## src/rtl/al_axil_pkg.sv

```systemverilog
// Package for the AL-to-AXI-Lite bridge.
// Holds the AXI response codes, the channel state encoding and the helper
// that derives the word-address shift from the data width.
package al_axil_pkg;

  typedef logic [1:0] resp_t;

  localparam resp_t RESP_OKAY   = 2'b00;
  localparam resp_t RESP_SLVERR = 2'b10;
  localparam resp_t RESP_DECERR = 2'b11;

  // IDLE: nothing outstanding, BUSY: awaiting responses,
  // LOCKED: watchdog expired, direction closed until reset.
  typedef enum logic [1:0] {
    CH_IDLE   = 2'd0,
    CH_BUSY   = 2'd1,
    CH_LOCKED = 2'd2
  } chan_state_t;

  // Number of byte-address bits below the AL word address.
  function automatic int unsigned al_lsb(input int unsigned data_width);
    return $clog2(data_width / 8);
  endfunction

endpackage

```

## src/rtl/al_sync_fifo.sv

```systemverilog
// First-word-fall-through synchronous FIFO used for the bridge's response
// queues. rd_data always shows the oldest entry while empty is low.
// Ports:
//   clk, rst        clock, synchronous active-high reset (empties the FIFO)
//   wr_en, wr_data  push (ignored when full)
//   rd_en, rd_data  pop (ignored when empty) / head entry
//   empty           no entries stored
//   count           number of stored entries, 0..DEPTH
module al_sync_fifo #(
  parameter int WIDTH = 8,
  parameter int DEPTH = 4
) (
  input  logic                       clk,
  input  logic                       rst,
  input  logic                       wr_en,
  input  logic [WIDTH-1:0]           wr_data,
  input  logic                       rd_en,
  output logic [WIDTH-1:0]           rd_data,
  output logic                       empty,
  output logic [$clog2(DEPTH):0]     count
);

  localparam int AW   = (DEPTH > 1) ? $clog2(DEPTH) : 1;
  localparam int CNTW = $clog2(DEPTH) + 1;

  logic [WIDTH-1:0] mem [DEPTH];
  logic [AW-1:0]    wr_ptr;
  logic [AW-1:0]    rd_ptr;
  logic             do_wr;
  logic             do_rd;

  assign empty   = (count == '0);
  assign do_wr   = wr_en && (count != CNTW'(DEPTH));
  assign do_rd   = rd_en && !empty;
  assign rd_data = mem[rd_ptr];

  always_ff @(posedge clk) begin
    if (do_wr) mem[wr_ptr] <= wr_data;
  end

  always_ff @(posedge clk) begin
    if (rst) begin
      wr_ptr <= '0;
      rd_ptr <= '0;
      count  <= '0;
    end else begin
      if (do_wr) wr_ptr <= (wr_ptr == AW'(DEPTH - 1)) ? '0 : wr_ptr + AW'(1);
      if (do_rd) rd_ptr <= (rd_ptr == AW'(DEPTH - 1)) ? '0 : rd_ptr + AW'(1);
      if (do_wr && !do_rd)      count <= count + CNTW'(1);
      else if (!do_wr && do_rd) count <= count - CNTW'(1);
    end
  end

endmodule

```

## src/rtl/al_axil_bridge.sv

```systemverilog
// AL-to-AXI-Lite master bridge. Converts word-addressed AL read/write
// requests into AXI-Lite transactions with up to MAX_OUT outstanding per
// direction; responses come back on AL in issue order through a FWFT FIFO.
// Read and write paths are fully independent.
// Optional feature: define AL_AXIL_TIMEOUT_EN to enable a per-direction
// response watchdog that answers all outstanding requests with SLVERR and
// locks the direction until reset.
// Ports:
//   clk, rst                  clock, synchronous active-high reset
//   s_axi_aw*/w*/b*/ar*/r*    AXI-Lite master interface (prot tied 0)
//   m_al_waddr/wdata/wstrb/wvalid/wready   AL write request
//   m_al_bresp/bvalid/bready               AL write response
//   m_al_araddr/arvalid/arready            AL read request
//   m_al_rdata/rresp/rvalid/rready         AL read data
//   m_al_timeout              sticky {rd,wr} watchdog flags
module al_axil_bridge
  import al_axil_pkg::*;
#(
  parameter int ADDR_WIDTH  = 32,
  parameter int DATA_WIDTH  = 32,
  parameter int MAX_OUT     = 4,
  parameter int TIMEOUT_CYC = 1024
) (
  input  logic                                     clk,
  input  logic                                     rst,
  output logic [ADDR_WIDTH-1:0]                    s_axi_awaddr,
  output logic [2:0]                               s_axi_awprot,
  output logic                                     s_axi_awvalid,
  input  logic                                     s_axi_awready,
  output logic [DATA_WIDTH-1:0]                    s_axi_wdata,
  output logic [DATA_WIDTH/8-1:0]                  s_axi_wstrb,
  output logic                                     s_axi_wvalid,
  input  logic                                     s_axi_wready,
  input  logic [1:0]                               s_axi_bresp,
  input  logic                                     s_axi_bvalid,
  output logic                                     s_axi_bready,
  output logic [ADDR_WIDTH-1:0]                    s_axi_araddr,
  output logic [2:0]                               s_axi_arprot,
  output logic                                     s_axi_arvalid,
  input  logic                                     s_axi_arready,
  input  logic [DATA_WIDTH-1:0]                    s_axi_rdata,
  input  logic [1:0]                               s_axi_rresp,
  input  logic                                     s_axi_rvalid,
  output logic                                     s_axi_rready,
  input  logic [ADDR_WIDTH-al_lsb(DATA_WIDTH)-1:0] m_al_waddr,
  input  logic [DATA_WIDTH-1:0]                    m_al_wdata,
  input  logic [DATA_WIDTH/8-1:0]                  m_al_wstrb,
  input  logic                                     m_al_wvalid,
  output logic                                     m_al_wready,
  output logic [1:0]                               m_al_bresp,
  output logic                                     m_al_bvalid,
  input  logic                                     m_al_bready,
  input  logic [ADDR_WIDTH-al_lsb(DATA_WIDTH)-1:0] m_al_araddr,
  input  logic                                     m_al_arvalid,
  output logic                                     m_al_arready,
  output logic [DATA_WIDTH-1:0]                    m_al_rdata,
  output logic [1:0]                               m_al_rresp,
  output logic                                     m_al_rvalid,
  input  logic                                     m_al_rready,
  output logic [1:0]                               m_al_timeout
);

  localparam int STRB_W = DATA_WIDTH / 8;
  localparam int LSB    = al_lsb(DATA_WIDTH);
  localparam int CW     = $clog2(MAX_OUT) + 1;
  localparam logic [CW:0] MAX_CNT = (CW + 1)'(MAX_OUT);

  // Response FIFOs always have room because credits count both in-flight
  // requests and queued responses; the slave is never back-pressured.
  assign s_axi_bready = 1'b1;
  assign s_axi_rready = 1'b1;
  assign s_axi_awprot = 3'b000;
  assign s_axi_arprot = 3'b000;

  // ------------------------------------------------------------ write path
  logic                  aw_pend, w_pend;
  logic [ADDR_WIDTH-1:0] awaddr_q;
  logic [DATA_WIDTH-1:0] wdata_q;
  logic [STRB_W-1:0]     wstrb_q;
  logic [CW-1:0]         wr_out, wr_out_nxt, bcnt;
  chan_state_t           wr_state;
  logic                  wr_accept, wr_credit, wr_locked, wr_dec;
  logic                  b_hs, b_push, bfifo_empty;
  resp_t                 b_push_data, bfifo_q;

  assign b_hs        = s_axi_bvalid;
  assign wr_locked   = (wr_state == CH_LOCKED);
  assign wr_credit   = ({1'b0, wr_out} + {1'b0, bcnt}) < MAX_CNT;
  assign m_al_wready = !rst && !aw_pend && !w_pend && wr_credit && !wr_locked;
  assign wr_accept   = m_al_wvalid && m_al_wready;

`ifdef AL_AXIL_TIMEOUT_EN
  logic        wr_drain, wr_fire, wr_to;
  logic [31:0] wr_tmr;
  // Once locked, each cycle retires one outstanding write as SLVERR and
  // late slave responses are swallowed.
  assign wr_drain    = wr_locked && (wr_out != '0);
  assign wr_fire     = (wr_state == CH_BUSY) && !b_hs && (wr_tmr == 32'(TIMEOUT_CYC - 1));
  assign wr_dec      = wr_locked ? wr_drain : b_hs;
  assign b_push      = wr_drain || (b_hs && !wr_locked);
  assign b_push_data = wr_drain ? RESP_SLVERR : s_axi_bresp;
`else
  assign wr_dec      = b_hs;
  assign b_push      = b_hs;
  assign b_push_data = s_axi_bresp;
`endif

  always_comb begin
    wr_out_nxt = wr_out;
    if (wr_accept && !wr_dec)      wr_out_nxt = wr_out + CW'(1);
    else if (!wr_accept && wr_dec) wr_out_nxt = wr_out - CW'(1);
  end

  always_ff @(posedge clk) begin
    if (rst) begin
      aw_pend  <= 1'b0;
      w_pend   <= 1'b0;
      awaddr_q <= '0;
      wdata_q  <= '0;
      wstrb_q  <= '0;
      wr_out   <= '0;
      wr_state <= CH_IDLE;
`ifdef AL_AXIL_TIMEOUT_EN
      wr_tmr   <= '0;
      wr_to    <= 1'b0;
`endif
    end else begin
      wr_out <= wr_out_nxt;
      if (wr_accept) begin
        aw_pend  <= 1'b1;
        w_pend   <= 1'b1;
        awaddr_q <= {m_al_waddr, {LSB{1'b0}}};
        wdata_q  <= m_al_wdata;
        wstrb_q  <= m_al_wstrb;
      end else begin
        if (s_axi_awready) aw_pend <= 1'b0;
        if (s_axi_wready)  w_pend  <= 1'b0;
      end
      case (wr_state)
        CH_IDLE, CH_BUSY: wr_state <= (wr_out_nxt != '0) ? CH_BUSY : CH_IDLE;
        default:          wr_state <= CH_LOCKED;
      endcase
`ifdef AL_AXIL_TIMEOUT_EN
      if (wr_state != CH_BUSY || b_hs) wr_tmr <= '0;
      else                             wr_tmr <= wr_tmr + 32'd1;
      if (wr_fire) begin
        wr_state <= CH_LOCKED;
        wr_to    <= 1'b1;
        aw_pend  <= 1'b0;
        w_pend   <= 1'b0;
      end
`endif
    end
  end

  assign s_axi_awaddr  = awaddr_q;
  assign s_axi_awvalid = aw_pend;
  assign s_axi_wdata   = wdata_q;
  assign s_axi_wstrb   = wstrb_q;
  assign s_axi_wvalid  = w_pend;

  al_sync_fifo #(.WIDTH(2), .DEPTH(MAX_OUT)) u_bfifo (
    .clk     (clk),
    .rst     (rst),
    .wr_en   (b_push),
    .wr_data (b_push_data),
    .rd_en   (m_al_bready),
    .rd_data (bfifo_q),
    .empty   (bfifo_empty),
    .count   (bcnt)
  );

  assign m_al_bvalid = !bfifo_empty;
  assign m_al_bresp  = bfifo_q;

  // ------------------------------------------------------------- read path
  logic                    ar_pend;
  logic [ADDR_WIDTH-1:0]   araddr_q;
  logic [CW-1:0]           rd_out, rd_out_nxt, rcnt;
  chan_state_t             rd_state;
  logic                    rd_accept, rd_credit, rd_locked, rd_dec;
  logic                    r_hs, r_push, rfifo_empty;
  logic [DATA_WIDTH+1:0]   r_push_data, rfifo_q;

  assign r_hs         = s_axi_rvalid;
  assign rd_locked    = (rd_state == CH_LOCKED);
  assign rd_credit    = ({1'b0, rd_out} + {1'b0, rcnt}) < MAX_CNT;
  assign m_al_arready = !rst && !ar_pend && rd_credit && !rd_locked;
  assign rd_accept    = m_al_arvalid && m_al_arready;

`ifdef AL_AXIL_TIMEOUT_EN
  logic        rd_drain, rd_fire, rd_to;
  logic [31:0] rd_tmr;
  assign rd_drain    = rd_locked && (rd_out != '0);
  assign rd_fire     = (rd_state == CH_BUSY) && !r_hs && (rd_tmr == 32'(TIMEOUT_CYC - 1));
  assign rd_dec      = rd_locked ? rd_drain : r_hs;
  assign r_push      = rd_drain || (r_hs && !rd_locked);
  assign r_push_data = rd_drain ? {RESP_SLVERR, {DATA_WIDTH{1'b0}}} : {s_axi_rresp, s_axi_rdata};
  assign m_al_timeout = {rd_to, wr_to};
`else
  assign rd_dec       = r_hs;
  assign r_push       = r_hs;
  assign r_push_data  = {s_axi_rresp, s_axi_rdata};
  assign m_al_timeout = 2'b00;
`endif

  always_comb begin
    rd_out_nxt = rd_out;
    if (rd_accept && !rd_dec)      rd_out_nxt = rd_out + CW'(1);
    else if (!rd_accept && rd_dec) rd_out_nxt = rd_out - CW'(1);
  end

  always_ff @(posedge clk) begin
    if (rst) begin
      ar_pend  <= 1'b0;
      araddr_q <= '0;
      rd_out   <= '0;
      rd_state <= CH_IDLE;
`ifdef AL_AXIL_TIMEOUT_EN
      rd_tmr   <= '0;
      rd_to    <= 1'b0;
`endif
    end else begin
      rd_out <= rd_out_nxt;
      if (rd_accept) begin
        ar_pend  <= 1'b1;
        araddr_q <= {m_al_araddr, {LSB{1'b0}}};
      end else if (s_axi_arready) begin
        ar_pend  <= 1'b0;
      end
      case (rd_state)
        CH_IDLE, CH_BUSY: rd_state <= (rd_out_nxt != '0) ? CH_BUSY : CH_IDLE;
        default:          rd_state <= CH_LOCKED;
      endcase
`ifdef AL_AXIL_TIMEOUT_EN
      if (rd_state != CH_BUSY || r_hs) rd_tmr <= '0;
      else                             rd_tmr <= rd_tmr + 32'd1;
      if (rd_fire) begin
        rd_state <= CH_LOCKED;
        rd_to    <= 1'b1;
        ar_pend  <= 1'b0;
      end
`endif
    end
  end

  assign s_axi_araddr  = araddr_q;
  assign s_axi_arvalid = ar_pend;

  al_sync_fifo #(.WIDTH(DATA_WIDTH + 2), .DEPTH(MAX_OUT)) u_rfifo (
    .clk     (clk),
    .rst     (rst),
    .wr_en   (r_push),
    .wr_data (r_push_data),
    .rd_en   (m_al_rready),
    .rd_data (rfifo_q),
    .empty   (rfifo_empty),
    .count   (rcnt)
  );

  assign m_al_rvalid = !rfifo_empty;
  assign m_al_rresp  = rfifo_q[DATA_WIDTH+1:DATA_WIDTH];
  assign m_al_rdata  = rfifo_q[DATA_WIDTH-1:0];

endmodule
```

## config.mk

```make
export PLATFORM = sky130hd
export DESIGN_NAME = al_axil_bridge
export DESIGN_NICKNAME = d
export VERILOG_FILES = /design/src/rtl/al_axil_pkg.sv /design/src/rtl/al_sync_fifo.sv /design/src/rtl/al_axil_bridge.sv
export SDC_FILE = /design/constraint.sdc
export NUM_CORES = 1
export LEC_CHECK = 0
export CAP_MARGIN = 10
export CORE_UTILIZATION = 60
export CTS_BUF_LIST = sky130_fd_sc_hd__clkbuf_8
export DETAILED_ROUTE_END_ITERATION = 10
export DONT_BUFFER_PORTS = 1
export PLACE_DENSITY = 0.79
export SYNTH_ARGS = -nofsm -noshare
export SYNTH_HDL_FRONTEND = slang
export SYNTH_SLANG_ARGS = --single-unit
```

## constraint.sdc

```tcl
create_clock -name clk -period 2.8 [get_ports clk]
set_input_delay 0.14 -clock clk [delete_from_list [all_inputs] [get_ports clk]]
set_output_delay 0.14 -clock clk [all_outputs]
set_load 0.02 [all_outputs]
```

* After elaboration in Yosys (flattened, before gate mapping)
Memory sizes are Yosys's and may differ from the RTL's. A register that Yosys moved wholly into a read port is not among the register bits.
Cells that the tools add are included.
** Storage, ports and cells
- Register bits :: 123
- RAM bits :: 144
- Output and inout port bits :: 153
- Word-level logic and storage cells :: 131
- Memories kept :: 2
** Memories
- u_rfifo.mem :: words 4, width 34, rd ports 1, clocked after Yosys merged registers in 1, write ports 1, RTL line al_sync_fifo.sv:26 : logic [WIDTH-1:0] mem [DEPTH];
- u_bfifo.mem :: words 4, width 2, rd ports 1, clocked after Yosys merged registers in 1, write ports 1, RTL line al_sync_fifo.sv:26
** Cells by class
- $add $sub $neg :: 14
- Order comparisons :: 2
- Equal/unequal tests :: 10
- Mux-type cells :: 30
- Bitwise logic cells :: 2
- Reduce and logical (&&, ||, !) cells :: 52
** Operators with widths (count)
- $mux 3 :: 8
- $logic_and 1x1->1 :: 21
- $mux 2 :: 10
- $logic_not 1->1 :: 16
- $add 3x1->3 const B :: 4
- $eq 2x2->1 const B :: 6
- $mux 1 :: 12
- $sub 3x1->3 const B :: 4
- $reduce_bool 2->1 :: 5
- $add 2x1->2 const B :: 4
- $add 3x3->4 :: 2
- $lt 4x3->1 const B :: 2
- $reduce_or 2->1 :: 4
- $logic_not 3->1 :: 2
- $ne 3x3->1 const B :: 2
- $reduce_bool 3->1 :: 2
- $eq 2x1->1 const B :: 2
- $logic_not 2->1 :: 2
- $not 1->1 :: 2

* Longest topological paths before layout
Gate-level depths: netlist (run 1).
- Depth after elaboration :: 13
- Gate-level depth with buffers :: 9
- Gate-level depth less buffers :: 8

* Modules after synthesis
A second synthesis (run 1) with hierarchy kept.
** Second synthesis, totals
- Cell total of the unflattened synthesis :: 806
- Area total of the unflattened synthesis :: 10410.0 sq um
** Modules (own cells, without submodules)
- al_sync_fifo at u_rfifo :: times used 1, cells an instance 225, area each 5445.2 sq um
- al_axil_bridge :: times used 1, cells an instance 524, area each 4189.0 sq um
- al_sync_fifo at u_bfifo :: times used 1, cells an instance 57, area each 775.7 sq um

* Least setup slack after synthesis (run 1)
Ideal clock, no wire load.
- Path type :: reg2reg
- Start :: register u_bfifo.count[0]
- End :: register u_bfifo.count[2]
- Data arrival time :: 2.191 ns
- Data required time :: 2.730 ns
- Path slack :: 0.539 ns
- Stages on the path, launching flop included :: 9
- Buffers on the path :: 0
- Period minus slack after synthesis :: 2.261 ns
- Path through :: dfxtp_1 > or3_1 > nand2_1 > ha_1 > inv_1 > fa_1 > xor2_1 > or3_1 > a21oi_1
** Between the ends
- Longest elaborated chain between the ends :: 6
- Elaborated cells between the ends (all ways) :: 14
** RTL lines
- from (decl) :: RTL line al_sync_fifo.sv:20 : output logic [$clog2(DEPTH):0] count
- from (signal assigned) :: RTL line al_sync_fifo.sv:49 : if (do_wr && !do_rd) count <= count + CNTW'(1);
- from (signal assigned) :: RTL line al_sync_fifo.sv:50 : else if (!do_wr && do_rd) count <= count - CNTW'(1);
- $logic_not 3->1 * :: RTL line al_sync_fifo.sv:32 : assign empty = (count == '0);
- $logic_not 1->1 *
- net m_al_bvalid :: RTL line al_axil_bridge.sv:51 : output logic m_al_bvalid,
- $logic_and 1x1->1 * :: RTL line al_sync_fifo.sv:34 : assign do_rd = rd_en && !empty;
- $logic_not 1->1 :: RTL line al_sync_fifo.sv:49
- $logic_and 1x1->1 :: RTL line al_sync_fifo.sv:49
- $mux 3 or $reduce_bool 2->1 (tied branches)
Mark *: on every way through the listed nets, which the timed path passes. The rest lies on a longest branch. The select of a mux whose other input is x is not followed.
A chain may end at the register's enable or synchronous reset.

* Worst setup path in the final report (run 1)
- Start :: register u_rfifo.count[0]
- End :: register u_rfifo.count[2]
** Between the ends
- Longest elaborated chain between the ends :: 6
- Elaborated cells between the ends (all ways) :: 14
** RTL lines
- from (decl) :: RTL line al_sync_fifo.sv:20
- from (signal assigned) :: RTL line al_sync_fifo.sv:49
- from (signal assigned) :: RTL line al_sync_fifo.sv:50
- $logic_not 3->1 * :: RTL line al_sync_fifo.sv:32
- $logic_not 1->1 *
- net m_al_rvalid :: RTL line al_axil_bridge.sv:58 : output logic m_al_rvalid,
- $logic_and 1x1->1 * :: RTL line al_sync_fifo.sv:34
- $logic_not 1->1 :: RTL line al_sync_fifo.sv:49
- $logic_and 1x1->1 :: RTL line al_sync_fifo.sv:49
- $mux 3 or $reduce_bool 2->1 (tied branches)
Marked as above.

==> results of run 1 <==
[registers in the layout (all words and copies together), names as in the netlist, named ones only]
signal	flops
u_bfifo.mem	8
s_axi_wdata	32
s_axi_araddr	30
s_axi_wvalid	1
s_axi_awvalid	1
u_bfifo.rd_ptr	2
rd_state	2
rd_out	3
u_rfifo.wr_ptr	2
u_rfifo.mem	136
s_axi_arvalid	1
wr_state	2
u_rfifo.count	3
u_rfifo.rd_ptr	2
s_axi_wstrb	4
u_bfifo.count	3
u_bfifo.wr_ptr	2
wr_out	3
s_axi_awaddr	30
[power breakdown]
group | internal (mW) | leakage [nW] | switching (mW) | total [mW]
combinational | 0.943 | 1.65 | 1.44 | 2.38
sequential | 4.72 | 2.36 | 0.616 | 5.34
clock | 1.78 | 0.468 | 1.46 | 3.24
[per-stage QoR]
stage               utilization [%]  std cells  cell area [µm²]  setup WS, ns
floorplan                         -        814            10300         0.539
detailed placement             62.3        990            10400         0.362
finish                         75.8       1204            12600         0.328
global placement               62.3        990            10400         0.451
global route                   75.8       1203            12600         0.203
CTS                            75.8       1203            12600         0.336
[repair_timing]
action	in CTS	in global routing
hold buffers	140	0
hold endpoints to repair	271	0
buffers inserted	0	0
[synth_stat cells (4+ instances only)]
cell,number,share of area [%]
nand2_1,199,7.3
edfxtp_1,144,42
dfxtp_1,127,25
a21oi_1,107,5.2
mux4_2,36,7.9
clkbuf_1,26,0.95
nor2_1,23,0.84
ha_1,20,2.4
buf_4,15,1.1
buf_2,12,0.59
and2_1,10,0.61
inv_1,10,0.37
mux2i_1,7,0.68
xnor2_1,7,0.60
buf_6,5,0.55
nand2b_1,5,0.31
xor2_1,5,0.43
or3_1,4,0.24
[kinds of logic (layout without fill, tap and decap cells)]
| kind of cell | after synthesis | in the layout | share of synthesized area [%] |
|---|---|---|---|
| AND/OR/NAND/NOR | 259 | 259 | 10.4 |
| buffers and inverters | 71 | 240 | 3.78 |
| AO/OA/AOI/OAI | 122 | 122 | 6.24 |
| flip-flops | 271 | 271 | 67.0 |
| XOR/XNOR | 12 | 12 | 1.03 |
| multiplexers | 43 | 43 | 8.60 |
| other | 2 | 15 | 0.0733 |
| adder cells (fa/ha/maj) | 22 | 22 | 2.83 |
[final timing paths]
kind | slack [ns] | end | start | depth (start not counted)
setup / recovery | 0.33 | u_rfifo.count[2]$_SDFFE_PP0P_ | u_rfifo.count[0]$_SDFFE_PP0P_ | 8
hold / removal | 0.02 | wr_out[2]$_SDFF_PP0_ | m_al_wvalid | 4
setup reg to reg | 0.33 | u_rfifo.count[2]$_SDFFE_PP0P_ | u_rfifo.count[0]$_SDFFE_PP0P_ | 8
hold reg to reg | 0.44 | rd_state[0]$_SDFF_PP0_ | rd_state[1]$_SDFF_PP0_ | 1
[worst reg2reg max path: cells and delay by family (launching register included)]
family | cells | cell delay, ns
buffers and inverters | 1 | 0.06
xor gates and xnor gates | 1 | 0.16
AOI/OAI and AO/OA | 1 | 0.15
DFF | 1 | 0.37
adders and majority gates | 2 | 0.58
and+or+nand+nor | 3 | 1.05
[layer usage]
layer / vias to the layer above / track usage, % / wire [µm]
met5: - / 0 / 0
met4: 0 / 14.5 / 1160
met3: 99 / 8.74 / 2290
met2: 450 / 48.0 / 12400
met1: 3311 / 32.1 / 8810
li1: 3107 / - / -
[cell type report]
type | instances | area share [%]
diodes | 1 | 0.0198
clock buffers | 49 | 5.35
clock inverters | 24 | 1.26
inverters | 10 | 0.298
multi-input cells | 472 | 24.1
flip-flops and latches | 271 | 54.4
well taps | 220 | 2.18
repair buffers | 157 | 12.4
==> impl_results.rst, run 1 <==
.. list-table::
   :header-rows: 1

   * - Metric
     - Value
   * - Proportion of layout cells with a drive suffix above 1
     - 12.2%
   * - CTS resizes
     - 0
   * - Delay contributed by the slowest stage of the critical path
     - 0.54 ns
   * - Total half-perimeter wirelength after legalization and detailed placement
     - 13800 µm
   * - Most common library cell in the layout ignoring fill and taps
     - nand2_1
   * - Vertical die dimension
     - 133 µm
   * - Synth Register Bits
     - 271
   * - Leak Pwr
     - 4.48 nW
   * - Overall power of the completed layout
     - 11.0 mW
   * - Count of mapped cells out of synthesis
     - 802
   * - Layout area overhead
     - 23.2%
   * - Largest delay contributor family on the critical path
     - simple AND/OR/NAND/NOR gates
   * - Total length of routed wires
     - 24700 µm
   * - Worst endpoint data arrival time
     - 2.90 ns
   * - Count of vias placed by the detailed router
     - 6967
   * - Io pins
     - 296
   * - Ys async rst share
     - 0%
   * - Worst-path fanout max
     - 5
   * - Max Transition Viols Final
     - 0
   * - Average instance area after synthesis
     - 12.8 µm²
   * - Final Hold Fails
     - 0
   * - Cell area after synthesis
     - 0.0102 mm²
   * - Number of enable-type register cells in the synthesized netlist
     - 144
   * - Worst endpoint required time
     - 3.23 ns
   * - Die area
     - 0.0176 mm²
   * - Area taken by flip-flops and latches
     - 0.00687 mm²
   * - Worst path cell trace
     - or3_1 > nand2_1 > ha_1 > inv_1 > fa_1 > xor2_1 > or3_1 > a21oi_1
   * - RSZ-0062 raised after global routing
     - no
   * - Chip Width
     - 133 µm
   * - Setup violators final
     - 0
   * - Ys Warns
     - 0
   * - Cell chosen for the clock root
     - clkbuf_8
   * - Routed wire length per instance
     - 20.5 µm
   * - Post-route worst hold slack
     - 0.0248 ns
   * - Clock tree from TritonCTS
     - built
   * - Tot GR Track Use
     - 28.2%
   * - Library cell appearing most often on the critical path
     - or3_1
   * - Highest achievable clock rate
     - 0.405 GHz
   * - CTS clock-pin slew for the worst setup and hold paths
     - 0.07 ns
   * - Worst path slowest cell
     - or3_1
   * - Buffers and inverters on the worst path
     - 1
   * - Deepest clock path buffer count
     - 3
   * - Worst slew slack as a fraction of its limit
     - 64.6%
   * - IR drop worst, VDD
     - 552 µV
   * - Setup crit start kind
     - register
   * - Commonest cells after routing, fill and taps aside
     - 198 x nand2_1, 144 x edfxtp_1, 139 x dlygate4sd3_1
   * - Largest net degree at the start of global routing
     - 124
   * - I/O Buffers
     - 0
   * - Clock Latency Late Sink
     - 0.53 ns
   * - Min-delay worst type
     - input port to register
   * - Routability cong.
     - 0.789
   * - Kind of end point of the critical path
     - register
   * - Clock skew after layout
     - 0.0274 ns
   * - First-pass iteration count of the detailed router
     - 5
   * - Clock Sinks
     - 271
   * - Number of global-route vias before repair
     - 7360
   * - # Max-Cap Violations
     - 0
   * - Antenna violations before repair
     - 1
   * - Outcome
     - finished clean
   * - CTS H-tree depth
     - 2
   * - Initial Util
     - 61.5%
   * - Violation count after the first detailed-routing iteration
     - 437
   * - Final critical-path required period
     - 2.47 ns
   * - Count of nets after finishing
     - 1118
   * - Congestion Overflow GR
     - 0
   * - Unique cell type count in the Yosys netlist
     - 40
   * - Total CTS buffers
     - 41
   * - Register area share after synthesis
     - 67.0%
   * - Placement Rows
     - 47
   * - Post-route clock period utilization
     - 88.3%
   * - DRC violation count after routing
     - 0
   * - Setup Crit Path Kind
     - register to register
   * - Power Density
     - 868 mW/mm²
   * - Core outline area
     - 0.0166 mm²
   * - Setup TNS Final
     - 0 ns
   * - Wire length of the first global-routing pass
     - 38100 µm
   * - Routed via count divided by cell count
     - 5.79
   * - Antenna Violating Nets Remaining
     - 0
   * - Number of fill cells in the layout
     - 899
   * - Synth Flop Type
     - edfxtp_1
   * - Footprint of the multi-input gates
     - 0.00304 mm²
   * - Least-Margin Pin Slew
     - 0.531 ns
Power figures use the tool's default switching activity.
==> run 2, diff against run 1 <==
Settings changed: CELL_PAD_IN_SITES_DETAIL_PLACEMENT set to 0, CELL_PAD_IN_SITES_GLOBAL_PLACEMENT set to 1, CORE_UTILIZATION 60 to 52, PLACE_DENSITY 0.79 to 0.85.
==> run 2 against run 1 <==
Effect of this change: critical path depth is the same; utilization shrank 9.2 points; clock skew shrank 0.0067 ns; flip-flop and latch count is the same; sequential power shrank 0.7%; via count shrank 3.4%; clock power shrank 2%; design area grew 0.42%; combinational power is essentially flat.
==> impl_results.rst, run 2 (same netlist as run 1, synthesis figures left out) <==
.. list-table::
   :header-rows: 1

   * - Metric
     - Value
   * - Outcome
     - finished clean
   * - Clock Sinks
     - 271 (unchanged)
   * - Routed via count divided by cell count
     - 5.38 (-7.0%)
   * - Post-Place Cell Area
     - 0.0104 mm² (+0.18%)
   * - Count of vias placed by the detailed router
     - 6731 (-3.4%)
   * - Congestion Overflow GR
     - 0 (unchanged)
   * - Total half-perimeter wirelength after legalization and detailed placement
     - 13900 µm (+1.1%)
   * - Number of flip-flops under the largest register name
     - 136 (unchanged)
   * - Worst endpoint required time
     - 3.28 ns (+0.05 ns)
   * - Vertical die dimension
     - 142 µm (+7.3%)
   * - Setup Crit Path Kind
     - register to register
   * - Final critical-path required period
     - 2.61 ns (+0.141 ns)
   * - Kind of end point of the critical path
     - register
   * - Die area
     - 0.0203 mm² (+15%)
   * - Number of buffers inserted to repair setup after CTS
     - 0 (unchanged)
   * - Number of fill cells in the layout
     - 1294 (+44%)
   * - First-pass iteration count of the detailed router
     - 5 (unchanged)
   * - Largest net degree at the start of global routing
     - 124 (unchanged)
   * - Clock skew after layout
     - 0.0207 ns (-0.00668 ns)
   * - CTS H-tree depth
     - 2 (unchanged)
   * - Layout area overhead
     - 23.7%
   * - Routed wire length per instance
     - 18.6 µm (-9.2%)
   * - Total length of routed wires
     - 23300 µm (-5.7%)
   * - Antenna violations before repair
     - 0 (-1)
   * - Deepest clock path buffer count
     - 3 (unchanged)
   * - Hold_sp
     - m_al_wvalid
   * - R2R cell count
     - 8 (unchanged)
   * - Clock tree from TritonCTS
     - built
   * - Tot GR Track Use
     - 22.8% (-5.4 points)
   * - Total CTS buffers
     - 43 (+4.9%)
   * - Critical register-to-register path endpoint
     - s_axi_wstrb[3]$_SDFFE_PP0P_
   * - Core outline area
     - 0.0190 mm² (+14%)
   * - Final Hold Fails
     - 0 (unchanged)
   * - Chip Width
     - 142 µm (+7.3%)
   * - RSZ-0062 raised after global routing
     - no
   * - Proportion of layout cells with a drive suffix above 1
     - 11.7% (-0.49 points)
   * - IR drop worst, VDD
     - 475 µV (-14%)
   * - Setup TNS Final
     - 0 ns (unchanged)
   * - Routability cong.
     - 0.712 (-9.8%)
   * - Antenna Violating Nets Remaining
     - 0 (unchanged)
   * - Setup violators final
     - 0 (unchanged)
   * - Worst slew slack as a fraction of its limit
     - 54.8% (-9.8 points)
   * - Footprint of the multi-input gates
     - 0.00304 mm² (about the same)
   * - Placement Rows
     - 50 (+6.4%)
   * - Highest achievable clock rate
     - 0.383 GHz (-5.4%)
   * - Minimum setup slack among reg-to-reg paths
     - 0.19 ns (-0.14 ns)
   * - Register containing the most flip-flops in the final layout
     - u_rfifo.mem
   * - Power Density
     - 855 mW/mm² (-1.5%)
   * - Initial Util
     - 53.8% (-7.7 points)
   * - Post-route clock period utilization
     - 93.3% (+5.0 points)
   * - Count of nets after finishing
     - 1120 (+0.18%)
   * - Leak Pwr
     - 4.48 nW (+0.15%)
   * - Cell chosen for the clock root
     - clkbuf_8
   * - Io pins
     - 296 (unchanged)
   * - Area taken by flip-flops and latches
     - 0.00687 mm² (unchanged)
   * - Reg-to-reg critical path startpoint
     - u_bfifo.count[2]$_SDFFE_PP0P_
   * - Worst endpoint data arrival time
     - 3.09 ns (+0.19 ns)
   * - Setup crit start kind
     - register
   * - DRC violation count after routing
     - 0 (unchanged)
   * - Violation count after the first detailed-routing iteration
     - 350 (-20%)
   * - Least-Margin Pin Slew
     - 0.678 ns (+0.148 ns)
   * - Clock Latency Late Sink
     - 0.54 ns (about the same)
   * - Overall power of the completed layout
     - 10.8 mW (-1.1%)
   * - Hold EP
     - s_axi_awaddr[21]$_SDFFE_PP0P_
   * - Number of global-route vias before repair
     - 7173 (-2.5%)
   * - Commonest cells after routing, fill and taps aside
     - 198 x nand2_1, 144 x edfxtp_1, 141 x dlygate4sd3_1
   * - I/O Buffers
     - 0 (unchanged)
   * - Min-delay worst type
     - input port to register
   * - Worst-path fanout max
     - 31 (+26)
   * - Hold Path Cell Cnt
     - 3 (-1)
   * - Max Transition Viols Final
     - 0 (unchanged)
   * - CTS clock-pin slew for the worst setup and hold paths
     - 0.07 ns (about the same)
   * - Most common library cell in the layout ignoring fill and taps
     - nand2_1
   * - Wire length of the first global-routing pass
     - 35700 µm (-6.2%)
   * - # Max-Cap Violations
     - 0 (unchanged)
   * - Post-route cell area
     - 0.0127 mm² (+0.42%)
run 2: cell types whose count changed in the layout (fill, tap and decap cells not counted), sizes merged:
cell / change
inv: +3
clkbuf: +2
clkinvlp: +1
clkinv: +3
bufinv: -2
dlygate4sd3: +2
buf: -2
run 2: metrics by stage:
stage / setup WS, ns / utilization, % / hold WS [ns] / std cells
2_1_floorplan: 0.539 / - / 0.239 / 814
6_report: 0.187 / 66.6 / 0.0227 / 1251
5_1_grt: 0.00778 / 66.6 / 0.0103 / 1250
4_1_cts: 0.0205 / 66.6 / 0.00925 / 1250
3_3_place_gp: 0.437 / 54.6 / 0.217 / 1028
3_5_place_dp: 0.379 / 54.6 / 0.221 / 1028
run 2: area by class of cell:
class                      count  share of cell area [%]
sequential                   271                    54.2
timing repair buffer         157                    12.3
tap                          260                    2.57
antenna                        1                  0.0198
multi-input combinational    472                    24.0
clock buffer                  51                    5.54
inverter                      10                   0.296
clock inverter                29                    1.11
run 2: timing repair:
| action | CTS | global route |
|---|---|---|
| hold endpoints to repair | 271 | 0 |
| setup endpoints to repair | 0 | 2 |
| hold buffers | 142 | 0 |
| resized for setup | 0 | 2 |
run 2: routing by layer:
| layer | global-route usage, % | vias to the layer above | part of all wire (%) |
|---|---|---|---|
| li1 | - | 3106 | - |
| met1 | 24.3 | 3235 | 35 |
| met2 | 41.7 | 333 | 53 |
| met3 | 7.34 | 57 | 9.4 |
| met4 | 8.55 | 0 | 2.8 |
| met5 | 0 | - | 0 |
run 2: worst max-delay path by stage:
stage / startpoint / end / slack (ns) / cells past startpoint
floorplan: u_bfifo.count[0]$_SDFFE_PP0P_ / u_bfifo.count[2]$_SDFFE_PP0P_ / 0.54 / 8
global placement: u_bfifo.count[0]$_SDFFE_PP0P_ / u_bfifo.count[2]$_SDFFE_PP0P_ / 0.44 / 8
finish: u_bfifo.count[2]$_SDFFE_PP0P_ / s_axi_wstrb[3]$_SDFFE_PP0P_ / 0.19 / 8
detailed placement: u_bfifo.count[0]$_SDFFE_PP0P_ / u_bfifo.count[2]$_SDFFE_PP0P_ / 0.38 / 8
CTS: u_bfifo.count[2]$_SDFFE_PP0P_ / wr_out[2]$_SDFF_PP0_ / 0.02 / 8
global route: u_bfifo.count[2]$_SDFFE_PP0P_ / wr_out[2]$_SDFF_PP0_ / 0.008 / 8
run 2: worst max-delay path: stages, from the launching register on:
cell,delay [ns]
dfxtp_1,0.40
ha_1,0.25
nor4_1,0.22
and4_1,0.27
and2_4,0.36
buf_4,0.28
nand2_1,0.09
a21oi_1,0.11
dlygate4sd3_1,0.55
run 2: power by group:
| part | internal (mW) | switching, mW |
|---|---|---|
| Sequential | 4.72 | 0.576 |
| Clock | 1.67 | 1.48 |
| Combinational | 0.937 | 1.44 |
==> run 3, diff against run 2 <==
Clock period 2.8 ns to 2.7 ns, I/O delays scaled along.
==> run 3 against run 2 <==
Effect of this change: worst setup slack gained 0.019 ns; critical path type unchanged; final cell count shrank 0.24%; clock skew grew 0.00059 ns; clock power shrank 2%; count of clock-buffer cells in the layout shrank 4.
==> impl_results.rst, run 3 (same netlist as run 1, synthesis figures left out) <==
.. list-table::
   :header-rows: 1

   * - Metric
     - Value
   * - Clock skew after layout
     - 0.0213 ns (+0.000588 ns)
   * - Layout area overhead
     - 23.3%
   * - Number of flip-flops under the largest register name
     - 136 (unchanged)
   * - Delay contributed by the slowest stage of the critical path
     - 0.57 ns (+0.02 ns)
   * - Core outline area
     - 0.0190 mm² (unchanged)
   * - Chip Width
     - 142 µm (unchanged)
   * - Worst-path fanout max
     - 30 (-3.2%)
   * - R2R cell count
     - 8 (unchanged)
   * - Routed wire length per instance
     - 18.3 µm (-1.8%)
   * - Antenna violations before repair
     - 1 (+1)
   * - Highest achievable clock rate
     - 0.401 GHz (+4.8%)
   * - Critical register-to-register path endpoint
     - s_axi_araddr[11]$_SDFFE_PP0P_
   * - RSZ-0062 raised after global routing
     - no
   * - Clock Latency Late Sink
     - 0.54 ns (about the same)
   * - Deepest clock path buffer count
     - 3 (unchanged)
   * - Area taken by flip-flops and latches
     - 0.00687 mm² (unchanged)
   * - Number of buffers inserted to repair setup after CTS
     - 0 (unchanged)
   * - Wire length of the first global-routing pass
     - 34900 µm (-2.3%)
   * - Proportion of layout cells with a drive suffix above 1
     - 11.5% (-0.25 points)
   * - Minimum setup slack among reg-to-reg paths
     - 0.21 ns (+0.02 ns)
   * - Antenna Violating Nets Remaining
     - 0 (unchanged)
   * - Worst path cell trace
     - ha_1 > a31oi_1 > and3_2 > and2_1 > buf_6 > nand2_1 > a21oi_1 > dlygate4sd3_1
   * - Worst endpoint required time
     - 3.18 ns (-0.10 ns)
   * - Clock Sinks
     - 271 (unchanged)
   * - Total CTS buffers
     - 42 (-2.3%)
   * - Count of nets after finishing
     - 1121 (+0.089%)
   * - Io pins
     - 296 (unchanged)
   * - Post-route clock period utilization
     - 92.4% (-0.94 points)
   * - CTS H-tree depth
     - 2 (unchanged)
   * - Hold EP
     - wr_out[2]$_SDFF_PP0_
   * - Count of vias placed by the detailed router
     - 6755 (+0.36%)
   * - Footprint of the multi-input gates
     - 0.00304 mm² (+0.21%)
   * - Largest net degree at the start of global routing
     - 124 (unchanged)
   * - Tot GR Track Use
     - 22.2% (-0.53 points)
   * - Buffers and inverters on the worst path
     - 2 (unchanged)
   * - Setup TNS Final
     - 0 ns (unchanged)
   * - CTS clock-pin slew for the worst setup and hold paths
     - 0.06 ns (about the same)
   * - Total half-perimeter wirelength after legalization and detailed placement
     - 13900 µm (-0.11%)
   * - Core Util, Final
     - 66.4% (-0.20 points)
   * - Max Transition Viols Final
     - 0 (unchanged)
   * - Outcome
     - finished clean
   * - Placement Rows
     - 50 (unchanged)
   * - Worst slew slack as a fraction of its limit
     - 56.1% (+1.3 points)
   * - Clock tree from TritonCTS
     - built
   * - First-pass iteration count of the detailed router
     - 7 (+2)
   * - Routed via count divided by cell count
     - 5.41 (+0.60%)
   * - Congestion Overflow GR
     - 0 (unchanged)
   * - Setup violators final
     - 0 (unchanged)
   * - Total length of routed wires
     - 22800 µm (-2.0%)
   * - Reg-to-reg critical path startpoint
     - u_rfifo.count[1]$_SDFFE_PP0P_
   * - Vertical die dimension
     - 142 µm (unchanged)
   * - Least-Margin Pin Slew
     - 0.658 ns (-0.0199 ns)
   * - Largest delay contributor family on the critical path
     - buffers and inverters
   * - Kind of end point of the critical path
     - register
   * - I/O Buffers
     - 0 (unchanged)
   * - Final Hold Fails
     - 0 (unchanged)
   * - Setup Crit Path Kind
     - register to register
   * - Final critical-path required period
     - 2.49 ns (-0.119 ns)
   * - Power Density
     - 876 mW/mm² (+2.5%)
   * - Commonest cells after routing, fill and taps aside
     - 198 x nand2_1, 144 x edfxtp_1, 142 x dlygate4sd3_1
   * - Number of fill cells in the layout
     - 1356 (+4.8%)
   * - Setup crit start kind
     - register
   * - Routability cong.
     - 0.721 (+1.2%)
   * - Most common library cell in the layout ignoring fill and taps
     - nand2_1
   * - Worst endpoint data arrival time
     - 2.98 ns (-0.11 ns)
   * - Number of global-route vias before repair
     - 7033 (-2.0%)
   * - Leak Pwr
     - 4.46 nW (-0.56%)
   * - Violation count after the first detailed-routing iteration
     - 347 (-0.86%)
   * - Hold_sp
     - s_axi_bvalid
   * - Min-delay worst type
     - input port to register
   * - # Max-Cap Violations
     - 0 (unchanged)
   * - Die area
     - 0.0203 mm² (unchanged)
   * - Worst path slowest cell
     - dlygate4sd3_1
   * - Hold Path Cell Cnt
     - 4 (+1)
   * - Initial Util
     - 53.8% (unchanged)
   * - Cell chosen for the clock root
     - clkbuf_8
   * - DRC violation count after routing
     - 0 (unchanged)
   * - Register containing the most flip-flops in the final layout
     - u_rfifo.mem
   * - IR drop worst, VDD
     - 505 µV (+6.4%)
-- run 3: worst max-delay path by stage --
stage / from / end / slack [ns] / cells after the start
floorplan: u_bfifo.count[0]$_SDFFE_PP0P_ / u_bfifo.count[2]$_SDFFE_PP0P_ / 0.44 / 8
global placement: u_rfifo.count[0]$_SDFFE_PP0P_ / u_rfifo.count[2]$_SDFFE_PP0P_ / 0.37 / 8
detailed placement: u_rfifo.count[0]$_SDFFE_PP0P_ / u_rfifo.count[2]$_SDFFE_PP0P_ / 0.30 / 8
CTS: u_rfifo.count[1]$_SDFFE_PP0P_ / s_axi_araddr[11]$_SDFFE_PP0P_ / 0.08 / 8
global route: u_rfifo.count[1]$_SDFFE_PP0P_ / s_axi_araddr[11]$_SDFFE_PP0P_ / 0.008 / 8
finish: u_rfifo.count[1]$_SDFFE_PP0P_ / s_axi_araddr[11]$_SDFFE_PP0P_ / 0.21 / 8
-- run 3: worst reg2reg max path: cells and delay by family, from the launching register on --
| family | cells | cell delay [ns] |
|---|---|---|
| AOI/OAI and AO/OA | 2 | 0.36 |
| adders and majority gates | 1 | 0.27 |
| buffers and inverters | 2 | 0.79 |
| DFF | 1 | 0.43 |
| and+or+nand+nor | 3 | 0.59 |
-- run 3: what timing repair did --
| item | CTS | global route |
|---|---|---|
| gates resized for setup | 0 | 3 |
| hold buffers | 143 | 0 |
| setup endpoints to repair | 0 | 1 |
| endpoints found under the hold margin | 271 | 0 |
-- run 3: area by class of cell --
class / count / share of cell area (%)
Clock buffer: 47 / 5.12
Clock inverter: 26 / 0.911
Multi-Input combinational cell: 472 / 24.1
Timing Repair Buffer: 159 / 12.6
Antenna cell: 3 / 0.0594
Inverter: 10 / 0.297
Tap cell: 260 / 2.58
Sequential cell: 271 / 54.4
-- run 3: report_power, final --
group	internal, mW	total (mW)	switching, mW
sequential	4.90	5.52	0.622
clock	1.59	3.10	1.50
combinational	0.999	2.45	1.45
-- run 3: metrics by stage --
| stage | setup slack, ns | std cells | total power, mW | area [µm²] | hold slack (ns) |
|---|---|---|---|---|---|
| 3_3_place_gp | 0.368 | 1029 | 7.66 | 10400 | 0.213 |
| 2_1_floorplan | 0.439 | 814 | 7.36 | 10300 | 0.234 |
| 6_report | 0.206 | 1248 | 11.1 | 12600 | 0.0325 |
| 3_5_place_dp | 0.300 | 1029 | 7.81 | 10400 | 0.213 |
| 5_1_grt | 0.00795 | 1246 | 11.6 | 12600 | 0.0297 |
| 4_1_cts | 0.0811 | 1245 | 11.1 | 12600 | 0.0101 |
-- run 3: routing by layer --
metal | GRT usage [%] | wire length [µm]
met1 | 23.6 | 8390
met2 | 40.7 | 12000
met3 | 7.27 | 1880
met4 | 8.55 | 599
met5 | 0 | 0
